--- src/rtl/muldiv_pkg.sv ---
// Shared definitions for the iterative multiply/divide unit.
//   - op encodings presented on op_i
//   - FSM state type used by muldiv_unit
package muldiv_pkg;

    localparam logic [1:0] MD_MULT  = 2'd0;
    localparam logic [1:0] MD_MULTU = 2'd1;
    localparam logic [1:0] MD_DIV   = 2'd2;
    localparam logic [1:0] MD_DIVU  = 2'd3;

    typedef enum logic [1:0] {
        ST_IDLE = 2'd0,
        ST_CALC = 2'd1,
        ST_FIX  = 2'd2
    } md_state_t;

endpackage

--- src/rtl/muldiv_core.sv ---
// One iteration of the multiply/divide datapath (purely combinational).
//   is_div   : 1 = restoring-divide step, 0 = shift-add multiply step
//   opnd     : multiplicand magnitude (multiply) or divisor magnitude (divide)
//   acc      : current 2*XLEN accumulator
//              multiply: {partial product high, remaining multiplier bits}
//              divide  : {partial remainder, dividend bits / quotient bits}
//   acc_next : accumulator after this step
module muldiv_core #(
    parameter int XLEN = 32
) (
    input  logic                is_div,
    input  logic [XLEN-1:0]     opnd,
    input  logic [2*XLEN-1:0]   acc,
    output logic [2*XLEN-1:0]   acc_next
);

    logic [XLEN:0] sum;
    logic [XLEN:0] shifted;
    logic [XLEN:0] diff;

    always_comb begin
        acc_next = acc;
        sum      = '0;
        shifted  = '0;
        diff     = '0;
        if (!is_div) begin
            // Add multiplicand to the high half when the current multiplier
            // bit is set, then shift the whole accumulator right by one; the
            // carry lands in the top bit.
            sum      = {1'b0, acc[2*XLEN-1:XLEN]} + (acc[0] ? {1'b0, opnd} : '0);
            acc_next = {sum, acc[XLEN-1:1]};
        end else begin
            // Shift the next dividend bit into the remainder and trial-subtract.
            // The remainder is always below the divisor, so the shifted value
            // fits in XLEN+1 bits and a set MSB of diff means "borrow".
            // A zero divisor never borrows: quotient goes all-ones and the
            // remainder collects the dividend.
            shifted = {acc[2*XLEN-1:XLEN], acc[XLEN-1]};
            diff    = shifted - {1'b0, opnd};
            if (!diff[XLEN]) begin
                acc_next = {diff[XLEN-1:0], acc[XLEN-2:0], 1'b1};
            end else begin
                acc_next = {shifted[XLEN-1:0], acc[XLEN-2:0], 1'b0};
            end
        end
    end

endmodule

--- src/rtl/muldiv_unit.sv ---
// Iterative MULT/MULTU/DIV/DIVU unit with HI/LO registers.
//   clk_i, rst_i        : clock, synchronous active-high reset
//   start_i, op_i       : issue request and operation (sampled in IDLE)
//   a_i, b_i            : operands, sampled with start_i
//   kill_i              : abort the operation in flight
//   rd_i                : MFHI/MFLO in EX (feeds the stall request)
//   hi_we_i, lo_we_i    : MTHI/MTLO strobes with wdata_i
//   busy_o, done_o      : operation in flight / HI-LO just written by an op
//   stall_o             : stall request to the hazard unit
//   hi_o, lo_o          : HI and LO registers
module muldiv_unit
    import muldiv_pkg::*;
#(
    parameter int XLEN  = 32,
    parameter int CNT_W = $clog2(XLEN)
) (
    input  logic            clk_i,
    input  logic            rst_i,
    input  logic            start_i,
    input  logic [1:0]      op_i,
    input  logic [XLEN-1:0] a_i,
    input  logic [XLEN-1:0] b_i,
    input  logic            kill_i,
    input  logic            rd_i,
    input  logic            hi_we_i,
    input  logic            lo_we_i,
    input  logic [XLEN-1:0] wdata_i,
    output logic            busy_o,
    output logic            done_o,
    output logic            stall_o,
    output logic [XLEN-1:0] hi_o,
    output logic [XLEN-1:0] lo_o
);

    localparam logic [CNT_W-1:0] LAST_STEP = CNT_W'(XLEN - 1);

    md_state_t          state, state_nxt;
    logic [CNT_W-1:0]   cnt;
    logic [2*XLEN-1:0]  acc, acc_step;
    logic [XLEN-1:0]    opnd;
    logic               is_div;
    logic               neg_q;      // product sign (multiply) or quotient sign (divide)
    logic               neg_r;      // remainder sign
    logic               done;
    logic [XLEN-1:0]    hi, lo;
    logic               accept;
    logic               op_signed;
    logic               fix_write;
    logic [2*XLEN-1:0]  prod_fix;
    logic [XLEN-1:0]    quot_fix, rem_fix;

    // Magnitude of an operand; unsigned ops pass straight through.
    // The most negative value maps onto itself, which is also its correct
    // unsigned magnitude.
    function automatic logic [XLEN-1:0] magnitude(input logic signed [XLEN-1:0] v,
                                                  input logic                   is_signed);
        logic signed [XLEN-1:0] r;
        r = (is_signed && (v < 0)) ? -v : v;
        return r;
    endfunction

    function automatic logic [XLEN-1:0] apply_sign(input logic [XLEN-1:0] v, input logic neg);
        return neg ? (~v + 1'b1) : v;
    endfunction

    function automatic logic [2*XLEN-1:0] apply_sign_wide(input logic [2*XLEN-1:0] v,
                                                          input logic            neg);
        return neg ? (~v + 1'b1) : v;
    endfunction

    assign op_signed = ~op_i[0];
    assign accept    = (state == ST_IDLE) && start_i && !kill_i;
    assign fix_write = (state == ST_FIX) && !kill_i;

    muldiv_core #(.XLEN(XLEN)) u_core (
        .is_div   (is_div),
        .opnd     (opnd),
        .acc      (acc),
        .acc_next (acc_step)
    );

    always_ff @(posedge clk_i) begin
        if (rst_i) begin
            state <= ST_IDLE;
        end else begin
            state <= state_nxt;
        end
    end

    always_comb begin
        state_nxt = state;
        case (state)
            ST_IDLE: if (accept) state_nxt = ST_CALC;
            ST_CALC: begin
                if (kill_i) begin
                    state_nxt = ST_IDLE;
                end else if (cnt == LAST_STEP) begin
                    state_nxt = ST_FIX;
                end
            end
            ST_FIX:  state_nxt = ST_IDLE;
            default: state_nxt = ST_IDLE;
        endcase
    end

    // Control: iteration counter and completion pulse
    always_ff @(posedge clk_i) begin
        if (rst_i) begin
            cnt  <= '0;
            done <= 1'b0;
        end else begin
            done <= fix_write;
            if (accept) begin
                cnt <= '0;
            end else if (state == ST_CALC) begin
                cnt <= cnt + 1'b1;
            end
        end
    end

    // Datapath: operand magnitudes, result signs and the working accumulator.
    // A quotient from a zero divisor keeps its all-ones pattern, so its sign
    // fix-up is suppressed.
    always_ff @(posedge clk_i) begin
        if (accept) begin
            acc    <= {{XLEN{1'b0}}, magnitude(a_i, op_signed)};
            opnd   <= magnitude(b_i, op_signed);
            is_div <= op_i[1];
            neg_q  <= op_signed && (a_i[XLEN-1] ^ b_i[XLEN-1]) && (!op_i[1] || (b_i != '0));
            neg_r  <= op_signed && a_i[XLEN-1];
        end else if (state == ST_CALC) begin
            acc    <= acc_step;
        end
    end

    assign prod_fix = apply_sign_wide(acc, neg_q);
    assign quot_fix = apply_sign(acc[XLEN-1:0], neg_q);
    assign rem_fix  = apply_sign(acc[2*XLEN-1:XLEN], neg_r);

    // HI/LO: operation results in FIX, MTHI/MTLO only while idle
    always_ff @(posedge clk_i) begin
        if (rst_i) begin
            hi <= '0;
            lo <= '0;
        end else if (fix_write) begin
            if (is_div) begin
                hi <= rem_fix;
                lo <= quot_fix;
            end else begin
                hi <= prod_fix[2*XLEN-1:XLEN];
                lo <= prod_fix[XLEN-1:0];
            end
        end else if (state == ST_IDLE) begin
            if (hi_we_i) hi <= wdata_i;
            if (lo_we_i) lo <= wdata_i;
        end
    end

    assign busy_o  = (state != ST_IDLE);
    assign stall_o = busy_o && (start_i || rd_i || hi_we_i || lo_we_i);
    assign done_o  = done;
    assign hi_o    = hi;
    assign lo_o    = lo;

endmodule
--- config.mk ---
export PLATFORM = sky130hd
export DESIGN_NAME = muldiv_unit
export DESIGN_NICKNAME = d
export VERILOG_FILES = /design/src/rtl/muldiv_pkg.sv /design/src/rtl/muldiv_core.sv /design/src/rtl/muldiv_unit.sv
export SDC_FILE = /design/constraint.sdc
export NUM_CORES = 1
export LEC_CHECK = 0
export ABC_AREA = 0
export CORE_MARGIN = 2
export CORE_UTILIZATION = 30
export CTS_CLUSTER_SIZE = 10
export DETAILED_ROUTE_END_ITERATION = 10
export HOLD_SLACK_MARGIN = 0.03
export MAX_ROUTING_LAYER = met4
export SLEW_MARGIN = 20
export SYNTH_ARGS = -nofsm -noshare
export SYNTH_HDL_FRONTEND = slang
export SYNTH_SLANG_ARGS = --single-unit
--- constraint.sdc ---
create_clock -name clk_i -period 4.5 [get_ports clk_i]
set_input_delay 1.125 -clock clk_i [delete_from_list [all_inputs] [get_ports clk_i]]
set_output_delay 1.125 -clock clk_i [all_outputs]
set_load 0.01 [all_outputs]
==> results by group, run 1 <==
Status
  • Status: complete, no violations

CTS
  • Clock root buffer: clkbuf_16
  • Worst-Skew Late Latency: roughly 0.45 ns
  • Hold Buf Count CTS: 0
  • H-tree depth: 4
  • Clk buf depth: 2
  • CTS buffer count: 17
  • # clock sinks: between 150 and 200
  • Reg clk slew, reported paths: 0.08 ns
  • Post-CTS setup buffer count: 0
  • CTS tree: built
  • Post-CTS Resized: 0

Worst setup path
  • Depth of the worst register-to-register path: 13
  • R2R Path End: acc[60]$_SDFFE_PP0P_
  • CP startpoint: a_i[2]
  • Worst path arrival time: 4.01 ns
  • Worst setup EP type: flip-flop
  • CP Launch Type: input port
  • Critical Path End: acc[30]$_DFFE_PP_
  • Critical path required time: approximately 4.7 ns
  • Reg2Reg Setup Slack: 0.79 ns
  • Critical Path Fanout Max: 5
  • Critical path class: in -> reg
  • Worst r2r src: acc[31]$_DFFE_PP_

Placement
  • Post-Place Worst Slack: roughly 0.21 ns
  • I/O Buffers: 171
  • Dpl cell area: around 0.016 mm^2
  • Gp weighted congestion: around 0.94
  • Dpl hpwl: 36750 um

Timing
  • Period Utilization, post-route: a little over four fifths
  • Clock skew after layout: around 0.0096 ns
  • Setup_tns: 0 ns
  • Slew headroom: 27.67%
  • Max frequency: around 260 MHz
  • Worst setup margin: between 0.6 and 0.7 ns
  • Tightest Pin Transition: 1.085 ns
  • Tmin final: 3.818 ns
  • Final setup viols: 0
  • RSZ-0062 raised after global routing: false
  • Final max-slew violation count: 0
  • Hold Fails Final Rpt: 0

Floorplan
  • Die height: 220 um
  • Site Rows: 79
  • Core area: 0.04626 mm^2
  • I/O Pins: approximately 170
  • Total die area: roughly 0.048 mm^2
  • Initial core utilization: a little under a third
  • Die X-Extent: 220 um

Drt
  • Final ANT Viol Nets: 0
  • DR WL/cell: around 19 um
  • Via count: between 10000 and 15000
  • Via-to-Cell Ratio: roughly 5.4
  • DRT Wirelength: roughly 47000 um
  • DRC Markers: 0
  • 1st-pass router iterations: 5
  • DRT iter0 DRCs: about 1100

Synthesis
  • Syn. warnings: 0
  • Synth async-reset ratio: 0%
  • Synth unique cells: 67
  • Net Count, Synth: 1914
  • Number of synthesized flops with an enable pin: between 60 and 70
  • Top_reg_cell synth: dfxtp_1
  • Avg Inst Size Synth: about 8.1 um^2
  • Syn Std Cell Area: 0.01400 mm^2
  • Seq/Total Area, Yosys: approximately 29%
  • Cells after synthesis: ~1700
  • Synthesized flop and latch total: between 150 and 200

Global routing
  • Tot GR Track Use: approximately a fifth
  • Largest net degree at the start of global routing: 59
  • Initial antenna violation count: 0
  • Vias in the first global route: ~13000
  • First-pass GRT wire length: approximately 72000 um
  • GRT Residual Overflow: 0

Worst hold path
  • Worst Hold Class: reg -> reg

Power
  • Leakage power: 6.643 nW
  • VDD IR max: roughly 0.18 mV
  • PD cells: approximately 360 mW/mm^2

Layout
  • NumNets Final: just over 2000
  • # fillers: roughly 4800
  • Post-layout util: between 30% and 40%
  • Final std cell area, no fill: approximately 0.017 mm^2
  • Share of layout cells above drive strength 1: about 5.7%
  • Diode count: 0
  • Area grow syn2layout: 21.26%

Flow run
  • Number of max-cap violations: 0
[report_power, final]
part / switching, mW / total, mW / internal, mW / leakage (nW)
Sequential: 0.237 / 2.02 / 1.78 / 1.49
Combinational: 1.50 / 2.60 / 1.10 / 4.87
Clock: 0.757 / 1.50 / 0.741 / 0.281
Total: 2.50 / 6.12 / 3.62 / 6.64
[kinds of logic (layout without fill, tap and decap cells)]
group	Yosys count	count (layout)	synth area share, %
simple gates	564	564	19.04
compound gates	483	483	22.03
xor+xnor	176	176	11.01
flops	171	171	29.25
buf+inv	164	303	4.407
mux	107	107	7.723
fa+ha+maj	72	72	6.543
[per-layer routing]
layer  up-vias  GRT usage (%)  routed length (um)
li1       6577              -                   -
met3        64          3.188                3125
met2       476          30.57               21170
met5         -              -                   0
met4         0          5.257                 988
met1      6296          26.39               22010
[Yosys cell counts, types with 67 or more instances]
cell,instances,area [um^2]
dfxtp_1,104,2082
a21oi_1,117,585.6
xnor2_1,102,893.4
o21ai_0,117,585.6
nor2_1,190,713.2
a211oi_1,86,645.6
clkbuf_1,76,285.3
mux2i_1,99,991.0
ha_1,70,875.8
edfxtp_1,67,2012
nand2_1,150,563.0
xor2_1,74,648.1
[layout by cell type, fill, tap and decap left out, drive strengths merged, types with 9 or more instances in the layout]
cell type      netlist  routed
xor2                74      74
o21ai              119     119
o41ai                9       9
o31ai               30      30
a211oi              86      86
or4                 14      14
ha                  70      70
xnor2              102     102
a31oi               23      23
o221ai              11      11
or3                 18      18
nand3               24      24
and3                 9       9
a21o                22      22
mux2i               99      99
o22ai               10      10
dfxtp              104     104
nor4                17      17
nor3                52      52
buf                 22      35
nor2b               25      25
nor2               190     190
clkdlybuf4s50        0     170
nand2b              21      21
nand4               10      10
edfxtp              67      67
clkbuf              76      17
inv                 66      73
nand2              150     150
a21oi              117     117
a31o                10      10
[flip-flops by register name (all words and copies together), names as in the netlist]
name / count
acc: 64
done_o: 1
lo_o: 32
is_div: 1
hi_o: 32
neg_r: 1
opnd: 32
neg_q: 1
cnt: 5
state: 2
[cell type report]
type | instances | area, um^2 | area share, %
clock buffers | 17 | 425.4 | 2.506
clock inverters | 15 | 151.4 | 0.8920
inverters | 66 | 249.0 | 1.467
multi-input cells | 1402 | 9306 | 54.83
flip-flops and latches | 171 | 4094 | 24.12
well taps | 607 | 759.5 | 4.475
repair buffers | 205 | 1987 | 11.71
[worst min-delay path by stage]
stage | startpoint | to | slack (ns) | cells past startpoint
2_1_floorplan | cnt[4]$_SDFFE_PP0P_ | cnt[4]$_SDFFE_PP0P_ | 0.50 | 2
3_3_place_gp | cnt[4]$_SDFFE_PP0P_ | cnt[4]$_SDFFE_PP0P_ | 0.51 | 2
3_5_place_dp | cnt[4]$_SDFFE_PP0P_ | cnt[4]$_SDFFE_PP0P_ | 0.53 | 2
4_1_cts | cnt[4]$_SDFFE_PP0P_ | cnt[4]$_SDFFE_PP0P_ | 0.54 | 2
5_1_grt | cnt[4]$_SDFFE_PP0P_ | cnt[4]$_SDFFE_PP0P_ | 0.55 | 2
6_report | cnt[4]$_SDFFE_PP0P_ | cnt[4]$_SDFFE_PP0P_ | 0.54 | 2
[per-stage QoR]
| stage | hold slack [ns] | instances | power (mW) |
|---|---|---|---|
| final | 0.5368 | 2483 | 6.119 |
| after global routing | 0.5477 | 2483 | 6.458 |
| after CTS | 0.5399 | 2483 | 6.102 |
| after detailed placement | 0.5296 | 2451 | 4.606 |
| after global placement | 0.5133 | 2451 | 4.593 |
| after floorplan | 0.5023 | 1737 | 3.726 |
[worst max-delay path, cell delays in order]
cell	delay, ns
clkdlybuf4s50_1	0.50
or4_1	0.55
or3_1	0.39
nor3_1	0.27
buf_4	0.19
nand2_1	0.09
o31ai_1	0.33
o21a_1	0.21
o21ai_0	0.11
xnor2_1	0.15
a21oi_1	0.08
(Power assumes the default switching activity.)
==> run 2, diff against run 1 <==
==> constraint.sdc (replaced) <==
create_clock -name clk_i -period 3.1 [get_ports clk_i]
set_input_delay 0.775 -clock clk_i [delete_from_list [all_inputs] [get_ports clk_i]]
set_output_delay 0.775 -clock clk_i [all_outputs]
set_load 0.01 [all_outputs]
==> results by group, run 2 (synthesized netlist as in run 1, its figures left out) <==
Placement
  • Dpl hpwl: 41720 um (was 36750 um)
  • I/O Buffers: 171 (unchanged)
  • Post-Place Worst Slack: -0.3914 ns (was 0.2131 ns)
  • Inst Count DP: 2677 (was 2451)
  • Gp weighted congestion: 0.9316 (was 0.9416)
  • Dpl cell area: 0.01821 mm^2 (was 0.01640 mm^2)

Drt
  • DRT Wirelength: 53010 um (was 47290 um)
  • 1st-pass router iterations: 7 (was 5)
  • Via-to-Cell Ratio: 5.354 (was 5.402)
  • DR WL/cell: 19.42 um (was 19.05 um)
  • DRC Markers: 0 (unchanged)
  • DRT iter0 DRCs: 1159 (was 1081)
  • Via count: 14610 (was 13413)
  • Final ANT Viol Nets: 0 (unchanged)

Layout
  • Reg with most FFs: acc (unchanged)
  • Max FFs per register: 64 (unchanged)
  • # fillers: 4623 (was 4768)
  • Final Non-Filler Cells: 2729 (was 2483)
  • Area grow syn2layout: 39.28% (was 21.26%)
  • Post-layout util: 42.14% (was 36.69%)
  • Leading cell types in the layout, fill and taps excluded: buf_4 (261), nor2_1 (184), clkdlybuf4s50_1 (170) (was nor2_1 (190), clkdlybuf4s50_1 (170), nand2_1 (149))
  • Final std cell area, no fill: 0.01949 mm^2 (was 0.01697 mm^2)
  • Diode count: 0 (unchanged)
  • Commonest non-fill, non-tap cell in the layout: buf_4 (was nor2_1)
  • Share of layout cells above drive strength 1: 20.92% (was 5.704%)
  • NumNets Final: 2286 (was 2040)

Status
  • Failing checks: setup timing
  • Status: finished with violations (was complete, no violations)

Timing
  • Slew headroom: 12.00% (was 27.67%)
  • Max frequency: roughly 310 MHz
  • Setup_tns: -0.3030 ns (was 0 ns)
  • Final hold slack: 0.5520 ns (was 0.5368 ns)
  • Hold Fails Final Rpt: 0 (unchanged)
  • Period Utilization, post-route: 103.2%
  • Clock skew after layout: 0.02124 ns (was 0.009570 ns)
  • Final setup viols: 10 (was 0)
  • Tightest Pin Transition: 1.320 ns (was 1.085 ns)
  • RSZ-0062 raised after global routing: true (was false)
  • Tmin final: about 3.2 ns
  • Worst setup margin: -0.1000 ns (was 0.6825 ns)
  • Final max-slew violation count: 0 (unchanged)

CTS
  • Clock root buffer: clkbuf_16 (unchanged)
  • CTS buffer count: 17 (unchanged)
  • Worst-Skew Late Latency: 0.48 ns (was 0.45 ns)
  • CTS tree: built (unchanged)
  • Reg clk slew, reported paths: 0.08 ns (about the same)
  • H-tree depth: 4 (unchanged)
  • Clk buf depth: 2 (unchanged)
  • # clock sinks: 171 (unchanged)

Worst setup path
  • Worst-path cell chain: or4_4 > or4_4 > or3_4 > or3_4 > or2_4 > o41ai_2 > buf_4 > xnor2_2 > nor2_1 > a211oi_1 (was clkdlybuf4s50_1 > or4_1 > or3_1 > nor3_1 > buf_4 > nand2_1 > o31ai_1 > o21a_1 > o21ai_0 > xnor2_1 > a21oi_1)
  • Worst r2r src: acc[12]$_DFFE_PP_ (was acc[31]$_DFFE_PP_)
  • Critical path class: reg -> reg (was in -> reg)
  • CP Launch Type: flip-flop (was input port)
  • CP startpoint: acc[12]$_DFFE_PP_ (was a_i[2])
  • CP peak stage delay: 0.56 ns (was 0.55 ns)
  • Critical path required time: 3.48 ns (was 4.69 ns)
  • Max stage delay cell, worst path: or4_4 (was or4_1)
  • Worst setup EP type: flip-flop (unchanged)
  • Worst path arrival time: 3.58 ns (was 4.01 ns)
  • Critical Path Fanout Max: 4 (was 5)
  • Buf/Inv on CP: 1 (was 2)
  • Top delay family on crit path: simple AND/OR/NAND/NOR gates (unchanged)

Global routing
  • Tot GR Track Use: 22.03% (was 19.65%)
  • First-pass GRT wire length: 79700 um (was 72080 um)
  • Initial antenna violation count: 0 (unchanged)
  • Vias in the first global route: 14020 (was 12722)
  • GRT Residual Overflow: 0 (unchanged)
  • Largest net degree at the start of global routing: 43 (was 59)

Power
  • Leakage power: 7.992 nW (was 6.643 nW)
  • PD cells: 517.7 mW/mm^2 (was 360.5 mW/mm^2)
  • Total power: 10.09 mW (was 6.119 mW)
  • VDD IR max: 0.2984 mV (was 0.1848 mV)

Worst hold path
  • Worst min-delay path startpoint: cnt[1]$_SDFFE_PP0P_ (was cnt[4]$_SDFFE_PP0P_)
  • Worst Hold Class: reg -> reg (unchanged)

Floorplan
  • Initial core utilization: 30.26% (unchanged)
  • Site Rows: 79 (unchanged)
  • Die X-Extent: 220 um (unchanged)
  • Total die area: 0.04840 mm^2 (unchanged)
  • Die height: 220 um (unchanged)
  • I/O Pins: 172 (unchanged)
  • Core area: 0.04626 mm^2 (unchanged)

Flow run
  • Number of max-cap violations: 0 (unchanged)
==> run 2: cell count changes in the layout (fill, tap and decap cells not counted), moves of 8 or more <==
cell | before | now
o21ai_0 | 117 | 96
a21oi_2 | 0 | 16
buf_4 | 32 | 261
a211oi_1 | 86 | 74
a211oi_2 | 0 | 11
buf_6 | 0 | 9
o21ai_1 | 2 | 14
buf_12 | 2 | 10
a21oi_1 | 117 | 98
o21ai_2 | 0 | 9
==> run 2: area by class of cell <==
type	count	area [um^2]	share of cell area, %
flip-flops and latches	171	4094	21.00
multi-input cells	1402	9813	50.34
clock inverters	13	142.6	0.7317
repair buffers	451	3968	20.35
well taps	607	759.5	3.896
clock buffers	19	464.2	2.381
inverters	66	254.0	1.303
==> run 2: final timing paths <==
kind              cells past startpoint                     to  slack, ns
setup / recovery                     10  hi_o[25]$_SDFFE_PP0P_      -0.10
hold / removal                        2    cnt[1]$_SDFFE_PP0P_       0.55
setup reg to reg                     10  hi_o[25]$_SDFFE_PP0P_      -0.10
hold reg to reg                       2    cnt[1]$_SDFFE_PP0P_       0.55
==> run 2: worst min-delay path, delay by kind of cell (launching register included) <==
kind / cells / cell delay, ns
mux: 1 / 0.13
flops: 1 / 0.33
simple gates: 1 / 0.05
==> run 2: power by group <==
group	total [mW]	internal [mW]	switching [mW]
logic	5.00	2.28	2.72
clock network	2.33	1.21	1.11
registers	2.77	2.58	0.183
total	10.1	6.08	4.01
==> run 2: repair_timing <==
item / in CTS / in global routing
setup endpoints to repair: 53 / 65
hold endpoints to repair: 0 / 0
pin swaps: 41 / 81
gates resized for setup: 46 / 87
buffers inserted: 7 / 15
hold buffers: 0 / 0
==> run 2: routing by layer <==
metal  vias up  routed length (um)  track usage, %
met3        67                3245           2.871
met1      6970               24180           28.78
met4         0                 954           5.861
met2       495               24630           35.84
met5         -                   0               -
li1       7078                   -               -
==> run 3, diff against run 2 <==
--- a/config.mk
+++ b/config.mk
@@ -10,7 +10,7 @@
 export CORE_UTILIZATION = 30
 export CTS_CLUSTER_SIZE = 10
 export DETAILED_ROUTE_END_ITERATION = 10
-export HOLD_SLACK_MARGIN = 0.03
+export HOLD_SLACK_MARGIN = 0.15
 export MAX_ROUTING_LAYER = met4
 export SLEW_MARGIN = 20
 export SYNTH_ARGS = -nofsm -noshare
==> results of run 3 <==
Same layout as run 2: the final DEF is identical, and so are final timing and power.
